### config.mk
export PLATFORM = sky130hd
export DESIGN_NAME = demux_1x4_stream
export DESIGN_NICKNAME = d
export VERILOG_FILES = /design/src/rtl/demux_1x4_stream.sv
export SDC_FILE = /design/constraint.sdc
export NUM_CORES = 1
export LEC_CHECK = 0
export CORE_ASPECT_RATIO = 0.8
export CORE_MARGIN = 1
export CORE_UTILIZATION = 41
export DETAILED_ROUTE_END_ITERATION = 10
export PLACE_DENSITY_LB_ADDON = 0.15
export SLEW_MARGIN = 10
export SYNTH_ARGS = -nofsm -noshare
export SYNTH_HDL_FRONTEND = slang
export SYNTH_SLANG_ARGS = --single-unit
export TNS_END_PERCENT = 50
### constraint.sdc
create_clock -name clk -period 2.12 [get_ports clk]
set_input_delay 0.212 -clock clk [delete_from_list [all_inputs] [get_ports clk]]
set_output_delay 0.212 -clock clk [all_outputs]
set_load 0.01 [all_outputs]
### src/rtl/demux_1x4_stream.sv
// Packet-locked 1-to-4 stream demux with a one-entry register slice per output.
// Optional per-channel packet counters on xfer_cnt when DEMUX_1X4_CNT_EN is defined.
module demux_1x4_stream #(
  parameter int WIDTH = 32
) (
  input  logic             clk,
  input  logic             rst,
  input  logic [WIDTH-1:0] in,
  input  logic             in_valid,
  input  logic             in_last,
  input  logic [1:0]       select,
  output logic             in_ready,
  output logic [WIDTH-1:0] out0,
  output logic [WIDTH-1:0] out1,
  output logic [WIDTH-1:0] out2,
  output logic [WIDTH-1:0] out3,
  output logic [3:0]       out_valid,
  output logic [3:0]       out_last,
  input  logic [3:0]       out_ready
`ifdef DEMUX_1X4_CNT_EN
  ,
  output logic [63:0]      xfer_cnt
`endif
);

  typedef enum logic {
    IDLE,
    BUSY
  } state_e;

  state_e           state_q, state_d;
  logic [1:0]       sel_q, sel_d;
  logic [1:0]       dst;
  logic             accept;
  logic [3:0]       load;
  logic [3:0]       valid_q, valid_d;
  logic [3:0]       last_q, last_d;
  logic [WIDTH-1:0] data_q [4];

  always_comb begin
    dst      = (state_q == BUSY) ? sel_q : select;
    in_ready = !valid_q[dst] || out_ready[dst];
    accept   = in_valid && in_ready;
    load     = accept ? (4'b0001 << dst) : 4'b0000;
  end

  always_comb begin
    state_d = state_q;
    sel_d   = sel_q;
    unique case (state_q)
      IDLE: begin
        if (accept) begin
          sel_d = select;
          if (!in_last) state_d = BUSY;
        end
      end
      BUSY: begin
        if (accept && in_last) state_d = IDLE;
      end
      default: state_d = IDLE;
    endcase
  end

  // A load on a draining slice keeps valid high: no bubble.
  always_comb begin
    valid_d = valid_q;
    last_d  = last_q;
    for (int i = 0; i < 4; i++) begin
      if (load[i]) begin
        valid_d[i] = 1'b1;
        last_d[i]  = in_last;
      end else if (out_ready[i]) begin
        valid_d[i] = 1'b0;
      end
    end
  end

  always_ff @(posedge clk) begin
    if (rst) begin
      state_q <= IDLE;
      sel_q   <= 2'd0;
      valid_q <= 4'b0000;
      last_q  <= 4'b0000;
      for (int i = 0; i < 4; i++) data_q[i] <= '0;
    end else begin
      state_q <= state_d;
      sel_q   <= sel_d;
      valid_q <= valid_d;
      last_q  <= last_d;
      for (int i = 0; i < 4; i++)
        if (load[i]) data_q[i] <= in;
    end
  end

  assign out0      = data_q[0];
  assign out1      = data_q[1];
  assign out2      = data_q[2];
  assign out3      = data_q[3];
  assign out_valid = valid_q;
  assign out_last  = last_q;

`ifdef DEMUX_1X4_CNT_EN
  logic [15:0] cnt_q [4];

  always_ff @(posedge clk) begin
    if (rst) begin
      for (int i = 0; i < 4; i++) cnt_q[i] <= 16'd0;
    end else begin
      for (int i = 0; i < 4; i++)
        if (valid_q[i] && out_ready[i] && last_q[i] &&
            cnt_q[i] != 16'hFFFF)
          cnt_q[i] <= cnt_q[i] + 16'd1;
    end
  end

  assign xfer_cnt = {cnt_q[3], cnt_q[2], cnt_q[1], cnt_q[0]};
`endif

endmodule

# == After elaboration in Yosys (flattened, before gate mapping) ==
# Memory sizes are Yosys's and may differ from the RTL's.
# Index checks and enable logic that the tools add are counted.
# W data, S select, Z words.
# op_classes
n_reduce_logical,9
bitwise,5
n_mux,36
n_shift,1
magnitude_cmp,1
# ops
operator,count
$mux W32,4
$mux W1,27
$reduce_bool A2 Y1,4
$bmux W1 S2,2
$mux W4,1
$or A1 B1 Y1,4
$shl A1 B2 Y4 const A,1
$lt A2 B3 Y1 const B,1
$logic_and A1 B1 Y1,2
$mux W2,1
$pmux W1 S2,1
$reduce_and A2 Y1,1
$logic_not A1 Y1,1
$logic_or A1 B1 Y1,1
$not A1 Y1,1
# totals
memories,1
reg_bits,11
ram_bits,128
output_inout_bits,137
in_bits,42
# mem_list
name,words,width,read_ports,rd_ports_with_merged_regs,wr,line,source
data_q,4,32,4,0,4,38,logic [WIDTH-1:0] data_q [4];

# == Longest topological paths before layout ==
# Gate-level depths: netlist of the first run.
# logic_depth
ltp_word,11
mapped_depth,5

# == Least setup slack after synthesis of the first run ==
# Ideal clock, no wire load.
# synth_timing
path_kind,register -> register
start,register with a tool-made name
end,"memory data_q[0][0], enable pin"
path_slack_ns,-0.059
setup_time_ns,0.394
n_path_buf,1
period_less_slack_ns,2.179
required_time_ns,1.726
arrival_ns,1.785
stages_incl_launch_ff,5
path_cell_list,dfxtp_1 > buf_6 > mux2i_4 > nand4_2 > nand2b_1
# synth_lines
item,line
"end, declared",38

==> reports/summary.txt, run 1 <==
drt pass-1 iters: 4
hold path depth: 2
Finished Cell Area: 7890 µm²
DIE AREA: 13,200 µm²
postcts setup bufs: 0
Period minus WS final: 1970 ps
Filler cells: 923
CP Capture Type: output pin
post-synthesis async set-or-reset flop share: 0%
startpoint class of the critical path: register
Worst-path clk slew: 60 ps
final setup margin: 146 ps
io pins: 179
vias in the first global route: 3,522
commonest non-fill, non-tap cell in the layout: clkdlybuf4s50_1
synthesized cell area: 5200 µm²
Gate Count Post-Synth: 366
Hold Path End: out_last[1]
Tightest Pin Transition: 451 ps
leak pwr: 2.85 nW
Nets: 606
maximum clock path buffer count: 2
initial antenna violation count: 0
Hold Fails Final Rpt: 0
EDFF count, synth: 128
Area growth syn-to-layout: 51.5%
cell area after placement: 7370 µm²
Worst R2R End: data_q[2][9]
Skew-Pair Late Insertion Delay: 400 ps
core area: 12,300 µm²
H-tree levels: 4
post-route setup TNS: 0 ps
total CTS buffers: 17
pins over their slew limit: 0
Hold WC Path Type: reg -> reg
max cap viols: 0
DR iter-0 viols: 254
via density per instance: 4.77
Port-buffer cells: 178
run status: complete, no violations
unrepaired setup endpoints after global routing: false
Rows: 36
syn avg cell area: 14.2 µm²
Clock Skews: 7.46 ps
Power Density: 847 nW/µm²
RD Place Congestion: 0.816
Routed Antenna Nets: 0
GRT overflow: 0
flop-to-flop setup slack: 440 ps
initial core utilization: 42.3%
post-place setup slack: 67.0 ps
Slew HR: 69.8%
VDD IR max: 0.584 mV
share of post-route cells with drive strength above 1: 10.4%
clock sinks: 139
Final Cycle Share: 93.1%
sequential fraction of the synthesis area: 78.1%
DPL Wire Length: 9010 µm
Syn. warnings: 0
routed via count: 3,570
CTS tree: built
data required time at the worst endpoint: 1910 ps
Yosys reg bits: 139
number of antenna diodes: 0
crit path kind: reg -> out
clock root buffer: clkbuf_16
Mapped Nets: 408
most frequent cells in the layout: clkdlybuf4s50_1 (177), nor2_1 (133), edfxtp_1 (128), nand2b_1 (38), clkbuf_16 (17)
largest net degree at the start of global routing: 26
Final setup viols: 0
DRC Markers: 0
Chip Width: 128 µm
crit-path max FO: 7
first-pass GRT wire length: 19,500 µm
Critical Path AT: 1760 ps
Post-synth top flop: edfxtp_1
die height: 103 µm
HP Start: out_last[1]
synth unique cells: 22
R2R cell count: 4
total wire length: 13,100 µm
Avg WL per Cell: 17.6 µm
f_max: 507 MHz
GRT Overall Usage: 20.9%
[metrics by stage]
stage / total power (W) / instances / hold slack, ps / util [%]
after floorplan: 0.00362 / 366 / 356 / -
final: 0.00668 / 748 / 511 / 64.1
after CTS: 0.00673 / 748 / 506 / 64.1
after global routing: 0.00693 / 748 / 524 / 64.1
after detailed placement: 0.00419 / 716 / 488 / 59.9
after global placement: 0.00418 / 716 / 479 / 59.9
[metal layers]
layer	up-vias	track usage [%]	share of wire, %
met4	0	8.05	0.58
met2	159	33.5	48
met3	6	8.35	8.4
li1	1670	-	-
met1	1735	25.7	43
met5	-	0	0
[report_power, final]
part	internal (W)	total (W)	switching [W]	leakage, nW
combinational	0.000461	0.000879	0.000419	1.18
clock	0.00147	0.00255	0.00107	0.240
sequential	0.00319	0.00325	0.0000640	1.43
[worst max-delay path, stage by stage (launching register included)]
cell and delay, ps:
dfxtp_4 400, mux2_4 350, mux2i_1 220, mux2i_1 100, dlygate4sd2_1 290
[worst max path at each step]
| stage | cells after the start | start | to |
|---|---|---|---|
| floorplan | 4 | register | data_q[1][0] |
| global placement | 5 | select[0] | in_ready |
| detailed placement | 5 | select[0] | in_ready |
| CTS | 4 | register | in_ready |
| global route | 4 | register | in_ready |
| finish | 4 | register | in_ready |
[registers in the layout, indices dropped and copies added, names as in the netlist, named ones only]
register   flops
out_last       4
sel_q          2
out_valid      4
data_q       128
[Yosys cell counts, types with 2 or more instances]
cell,instances,area share (%)
mux2i_1,10,1.9
nand4_2,2,0.48
mux2_2,2,0.43
nor2_1,133,9.6
edfxtp_1,128,74
nand2b_1,42,5.0
dfxtp_1,11,4.2
buf_2,9,0.87
clkbuf_1,9,0.65
nand4_1,2,0.24
nand2_1,3,0.22
a21oi_1,5,0.48
[timing repair]
| action | CTS | global route |
|---|---|---|
| gates resized for setup | 3 | 0 |
| hold buffers | 0 | 0 |
| endpoints found under the setup margin | 1 | 0 |
[area by class of cell]
cell class / count / area, µm² / area share, %
timing repair buffer: 198 / 2030 / 25.8
clock buffer: 19 / 433 / 5.49
sequential: 139 / 4070 / 51.6
tap: 171 / 214 / 2.71
multi-input combinational: 208 / 1060 / 13.5
clock inverter: 13 / 78.8 / 1.00
[kinds of logic (layout without fill, tap and decap cells)]
kind of cell | after synthesis | count (layout) | share of synthesized area (%)
buf+inv | 19 | 230 | 1.73
compound gates | 8 | 8 | 0.865
simple gates | 185 | 185 | 16.0
flops | 139 | 139 | 78.1
mux | 15 | 15 | 3.29
No activity file was read; power rests on OpenSTA's default activity.
==> run 2: changes to the inputs <==
CORE_ASPECT_RATIO = unset   (was 0.8)
CORE_UTILIZATION = 45   (was 41)
clock period = 2.2 ns   (was 2.12 ns; I/O delays follow)
==> reports/summary.txt, run 2 (synthesized netlist as in run 1, its figures left out) <==
CTS tree: built
first-pass GRT wire length: 18,900 µm (-3.2%)
DIE AREA: 12,000 µm² (-8.8%)
number of antenna diodes: 0 (unchanged)
H-tree levels: 4 (unchanged)
crit path kind: reg -> out
f_max: 503 MHz
P_sw: 0.00153 W (-1.8%)
Worst-path clk slew: 60 ps (about the same)
Area growth syn-to-layout: 50.6%
VDD IR max: 0.563 mV (-3.6%)
R2R cell count: 5 (+1)
initial core utilization: 47.2% (+4.9 points)
GRT Overall Usage: 22.2% (+1.3 points)
most frequent cells in the layout: clkdlybuf4s50_1 (177), nor2_1 (133), edfxtp_1 (128), nand2b_1 (38), clkbuf_16 (17)
post-route setup TNS: 0 ps (unchanged)
DPL Wire Length: 8640 µm (-4.1%)
CP max stage cell: dfxtp_4
data required time at the worst endpoint: 1980 ps (+70 ps)
Critical Path Max Stage Delay: 400 ps (about the same)
Rows: 38 (+5.6%)
routed via count: 3,569 (-0.028%)
CP Capture Type: output pin
crit-path max FO: 7 (unchanged)
Final Cycle Share: 90.4%
total CTS buffers: 17 (unchanged)
maximum clock path buffer count: 2 (unchanged)
Nets: 603 (-0.50%)
Finished Cell Area: 7840 µm² (-0.62%)
io pins: 179 (unchanged)
Flop pwr share: 46.0% (-2.7 points)
Skew-Pair Late Insertion Delay: 410 ps (about the same)
Port-buffer cells: 178 (unchanged)
RD Place Congestion: 0.834 (+2.2%)
Hold Fails Final Rpt: 0 (unchanged)
hold path depth: 3 (+1)
leak pwr: 2.85 nW (about the same)
startpoint class of the critical path: register
total wire length: 12,700 µm (-3.7%)
via density per instance: 5.00 (+4.7%)
Period minus WS final: 1990 ps
Net Sw Frac: 22.5% (-0.82 points)
Slew HR: 71.5% (+1.7 points)
Comb pwr share: 11.9% (-1.3 points)
Hold WC Path Type: in -> reg
unrepaired setup endpoints after global routing: false
clock root buffer: clkbuf_16
Chip Width: 110 µm (-14%)
Critical Path AT: 1770 ps (about the same)
run status: complete, no violations
drt pass-1 iters: 4 (unchanged)
Final setup viols: 0 (unchanged)
commonest non-fill, non-tap cell in the layout: clkdlybuf4s50_1
GRT overflow: 0 (unchanged)
core area: 11,000 µm² (-10%)
share of post-route cells with drive strength above 1: 10.6% (+0.23 points)
Clock power frac: 42.0% (+3.9 points)
vias in the first global route: 3,510 (-0.34%)
DR iter-0 viols: 195 (-23%)
largest net degree at the start of global routing: 35 (+35%)
initial antenna violation count: 0 (unchanged)
Clock Skews: 4.44 ps (-3.02 ps)
Power Density: 868 nW/µm² (+2.4%)
flop-to-flop setup slack: 470 ps (+30 ps)
cell area after placement: 7230 µm² (-1.9%)
Crit path top cell by count: mux2i_1
Pint: 0.00527 W (+2.9%)
max cap viols: 0 (unchanged)
largest register by flop count: data_q
DRC Markers: 0 (unchanged)
number of flip-flops in the largest register: 128 (unchanged)
Routed Antenna Nets: 0 (unchanged)
Filler cells: 793 (-14%)
Tightest Pin Transition: 427 ps (-24.1 ps)
pins over their slew limit: 0 (unchanged)
die height: 110 µm (+6.6%)
Avg WL per Cell: 17.7 µm (+0.84%)
worst path cell trace: mux2_4, mux2i_1, mux2i_1, dlygate4sd2_1
clock sinks: 139 (unchanged)
run 2: what timing repair did:
| action | 4_1_cts | 5_1_grt |
|---|---|---|
| hold buffers | 0 | 0 |
| buffers inserted | 0 | 0 |
| setup endpoints to repair | 1 | 0 |
| gates resized for setup | 3 | 0 |
run 2: layout make-up:
type	instances	area, µm²	share of cell area, %
flip-flops and latches	139	4070	51.9
repair buffers	195	1930	24.7
multi-input cells	208	1060	13.5
clock buffers	17	425	5.43
well taps	140	175	2.24
clock inverters	15	174	2.22
run 2: metal layers:
metal	GRT usage (%)	up-vias	part of all wire (%)	wire (µm)
li1	-	1660	-	-
met1	26.9	1713	39	4880
met2	36.6	179	50	6260
met3	8.06	17	10	1310
met4	7.90	0	1.5	196
met5	0	-	0	0
run 2: power groups by stage:
stage,Combinational (W),Sequential (W),Clock [W]
final,0.000812,0.00313,0.00286
after global placement,0.000810,0.00318,0
after detailed placement,0.000818,0.00319,0
after global routing,0.000867,0.00315,0.00300
after floorplan,0.000219,0.00327,0
after CTS,0.000823,0.00313,0.00290
run 2: through the flow:
stage          utilization, %  cells  total power (W)  hold slack [ps]  setup slack [ps]
6_report                 71.0    714          0.00680              496               212
5_1_grt                  71.0    714          0.00701              525               148
4_1_cts                  71.0    714          0.00685              490               194
3_5_place_dp             65.6    682          0.00400              488               140
3_3_place_gp             65.6    682          0.00399              474               121
2_1_floorplan               -    366          0.00349              364              20.6
run 2: final timing paths:
check,start,endpoint
worst max-delay path,register,in_ready
worst max register to register,register,out_last[2]
worst min register to register,out_last[3],out_last[3]
worst min-delay path,select[1],sel_q[1]
run 2: critical path, delay by kind of cell (launching register included):
kind     cells  cell delay [ps]
buf+inv      1              290
flops        1              400
mux          3              650
==> run 3: changes to the inputs <==
CORE_UTILIZATION = 41   (was 45)
REMOVE_ABC_BUFFERS = 1   (was unset)
clock period = 1.6 ns   (was 2.2 ns; I/O delays follow)
==> reports/summary.txt, run 3 (synthesized netlist as in run 1, its figures left out) <==
run status: complete, but fails checks
violated checks: negative setup slack
DR iter-0 viols: 233 (+19%)
Hold Fails Final Rpt: 0 (unchanged)
most frequent cells in the layout: clkdlybuf4s50_1 (177), nor2_1 (130), edfxtp_1 (128), nand2b_1 (38), clkbuf_16 (19)
DPL Wire Length: 9320 µm (+7.9%)
Final setup viols: 135 (+135)
vias in the first global route: 3,691 (+5.2%)
unrepaired setup endpoints after global routing: true
share of post-route cells with drive strength above 1: 14.8% (+4.2 points)
Rows: 40 (+5.3%)
Area growth syn-to-layout: 59.4%
Final Cycle Share: 110%
DRC Markers: 0 (unchanged)
f_max: 566 MHz
Skew-Pair Late Insertion Delay: 410 ps (about the same)
hold buffer count at cts: 0 (unchanged)
Period minus WS final: 1770 ps
Nets: 626 (+3.8%)
io pins: 179 (unchanged)
Critical Path Max Stage Delay: 360 ps (-40 ps)
Sequential Area: 4070 µm² (unchanged)
Power Density: 1160 nW/µm² (+34%)
die height: 115 µm (+4.7%)
CP Capture Type: register
first-pass GRT wire length: 20,200 µm (+7.2%)
area of the multi-input gates: 1120 µm² (+6.0%)
largest register by flop count: data_q
pins over their slew limit: 0 (unchanged)
GRT Overall Usage: 21.3% (-0.86 points)
routed via count: 3,690 (+3.4%)
leak pwr: 3.07 nW (+7.7%)
Slew HR: 78.2% (+6.7 points)
total wire length: 13,600 µm (+7.3%)
maximum clock path buffer count: 2 (unchanged)
drt pass-1 iters: 4 (unchanged)
number of flip-flops in the largest register: 128 (unchanged)
Clock Skews: 6.89 ps (+2.45 ps)
max cap viols: 0 (unchanged)
clock root buffer: clkbuf_16
clock sinks: 139 (unchanged)
data required time at the worst endpoint: 1720 ps (-260 ps)
Tightest Pin Transition: 326 ps (-101 ps)
CTS tree: built
VDD IR max: 0.623 mV (+11%)
commonest non-fill, non-tap cell in the layout: clkdlybuf4s50_1
Non-Filler Instances: 763 (+6.9%)
Chip Width: 115 µm (+4.7%)
DIE AREA: 13,100 µm² (+9.6%)
number of antenna diodes: 0 (unchanged)
crit path kind: reg -> reg
worst path cell trace: buf_4, mux2i_4, nand4_1, nand2b_4, clkbuf_16
fin util: 67.9% (-3.1 points)
total CTS buffers: 17 (unchanged)
Avg WL per Cell: 17.8 µm (+0.43%)
Cells after DPL: 727 (+6.6%)
initial core utilization: 42.6% (-4.6 points)
initial antenna violation count: 0 (unchanged)
largest net degree at the start of global routing: 21 (-40%)
Port-buffer cells: 178 (unchanged)
final setup margin: -167 ps (-379 ps)
post-place setup slack: -397 ps (-537 ps)
via density per instance: 4.84 (-3.2%)
crit-path max FO: 8 (+1)
Min Hold Slack: 430 ps (-66.2 ps)
H-tree levels: 4 (unchanged)
Critical Path AT: 1890 ps (+120 ps)
RD Place Congestion: 0.779 (-6.6%)
core area: 12,200 µm² (+11%)
CP max stage cell: dfxtp_4
Hold WC Path Type: in -> reg
GRT overflow: 0 (unchanged)
Worst-path clk slew: 60 ps (about the same)
Routed Antenna Nets: 0 (unchanged)
startpoint class of the critical path: register
Filler cells: 960 (+21%)
run 3: cell count changes in the layout (fill, tap and decap cells not counted), sizes merged:
cell | previous run | this run
buf | 17 | 39
clkbuf | 17 | 20
clkinvlp | 5 | 3
bufinv | 3 | 4
clkinv | 5 | 4
dlygate4sd2 | 1 | 0
inv | 2 | 1
run 3: final timing paths:
kind         slack (ps)   startpoint  cells after the start            end
min reg2reg         500  out_last[2]                      2    out_last[2]
max reg2reg        -170     register                      5  data_q[2][18]
max                -170     register                      5  data_q[2][18]
min                 430    select[1]                      3       sel_q[1]
run 3: timing repair:
action | in CTS | in global routing
cloned | 0 | 2
endpoints found under the setup margin | 261 | 266
setup buffers | 3 | 1
pin swaps | 2 | 8
gates resized for setup | 19 | 15
run 3: final cells by class:
class,instances,area share (%)
Clock inverter,12,2.10
Timing Repair Buffer,218,27.6
Clock buffer,18,5.17
Multi-Input combinational cell,208,13.6
Sequential cell,139,49.0
Tap cell,168,2.53
run 3: per-stage QoR:
step,TNS [ps],power (W),area (µm²)
3_5_place_dp,-64150,0.00560,7500
5_1_grt,-24920,0.00991,8300
3_3_place_gp,-49680,0.00558,7500
4_1_cts,-9160,0.00965,8190
2_1_floorplan,-205930,0.00477,5110
6_report,-12120,0.00963,8300
run 3: power by group:
part	switching, W	internal, W
registers	0.0000826	0.00422
clock network	0.00145	0.00258
logic	0.000587	0.000704
total	0.00212	0.00751
run 3: critical path, delay by kind of cell (launching register included):
kind,cells,cell delay (ps)
and+or+nand+nor,2,570
DFF,1,360
buffers and inverters,2,320
muxes,1,220
run 3: layer usage:
layer / track usage [%] / part of all wire, % / routed length [µm] / vias up
met1: 27.1 / 42 / 5760 / 1826
met3: 6.41 / 7.4 / 999 / 11
met4: 8.05 / 0.97 / 132 / 0
met2: 34.5 / 49 / 6690 / 147
li1: - / - / - / 1706
met5: 0 / 0 / 0 / -
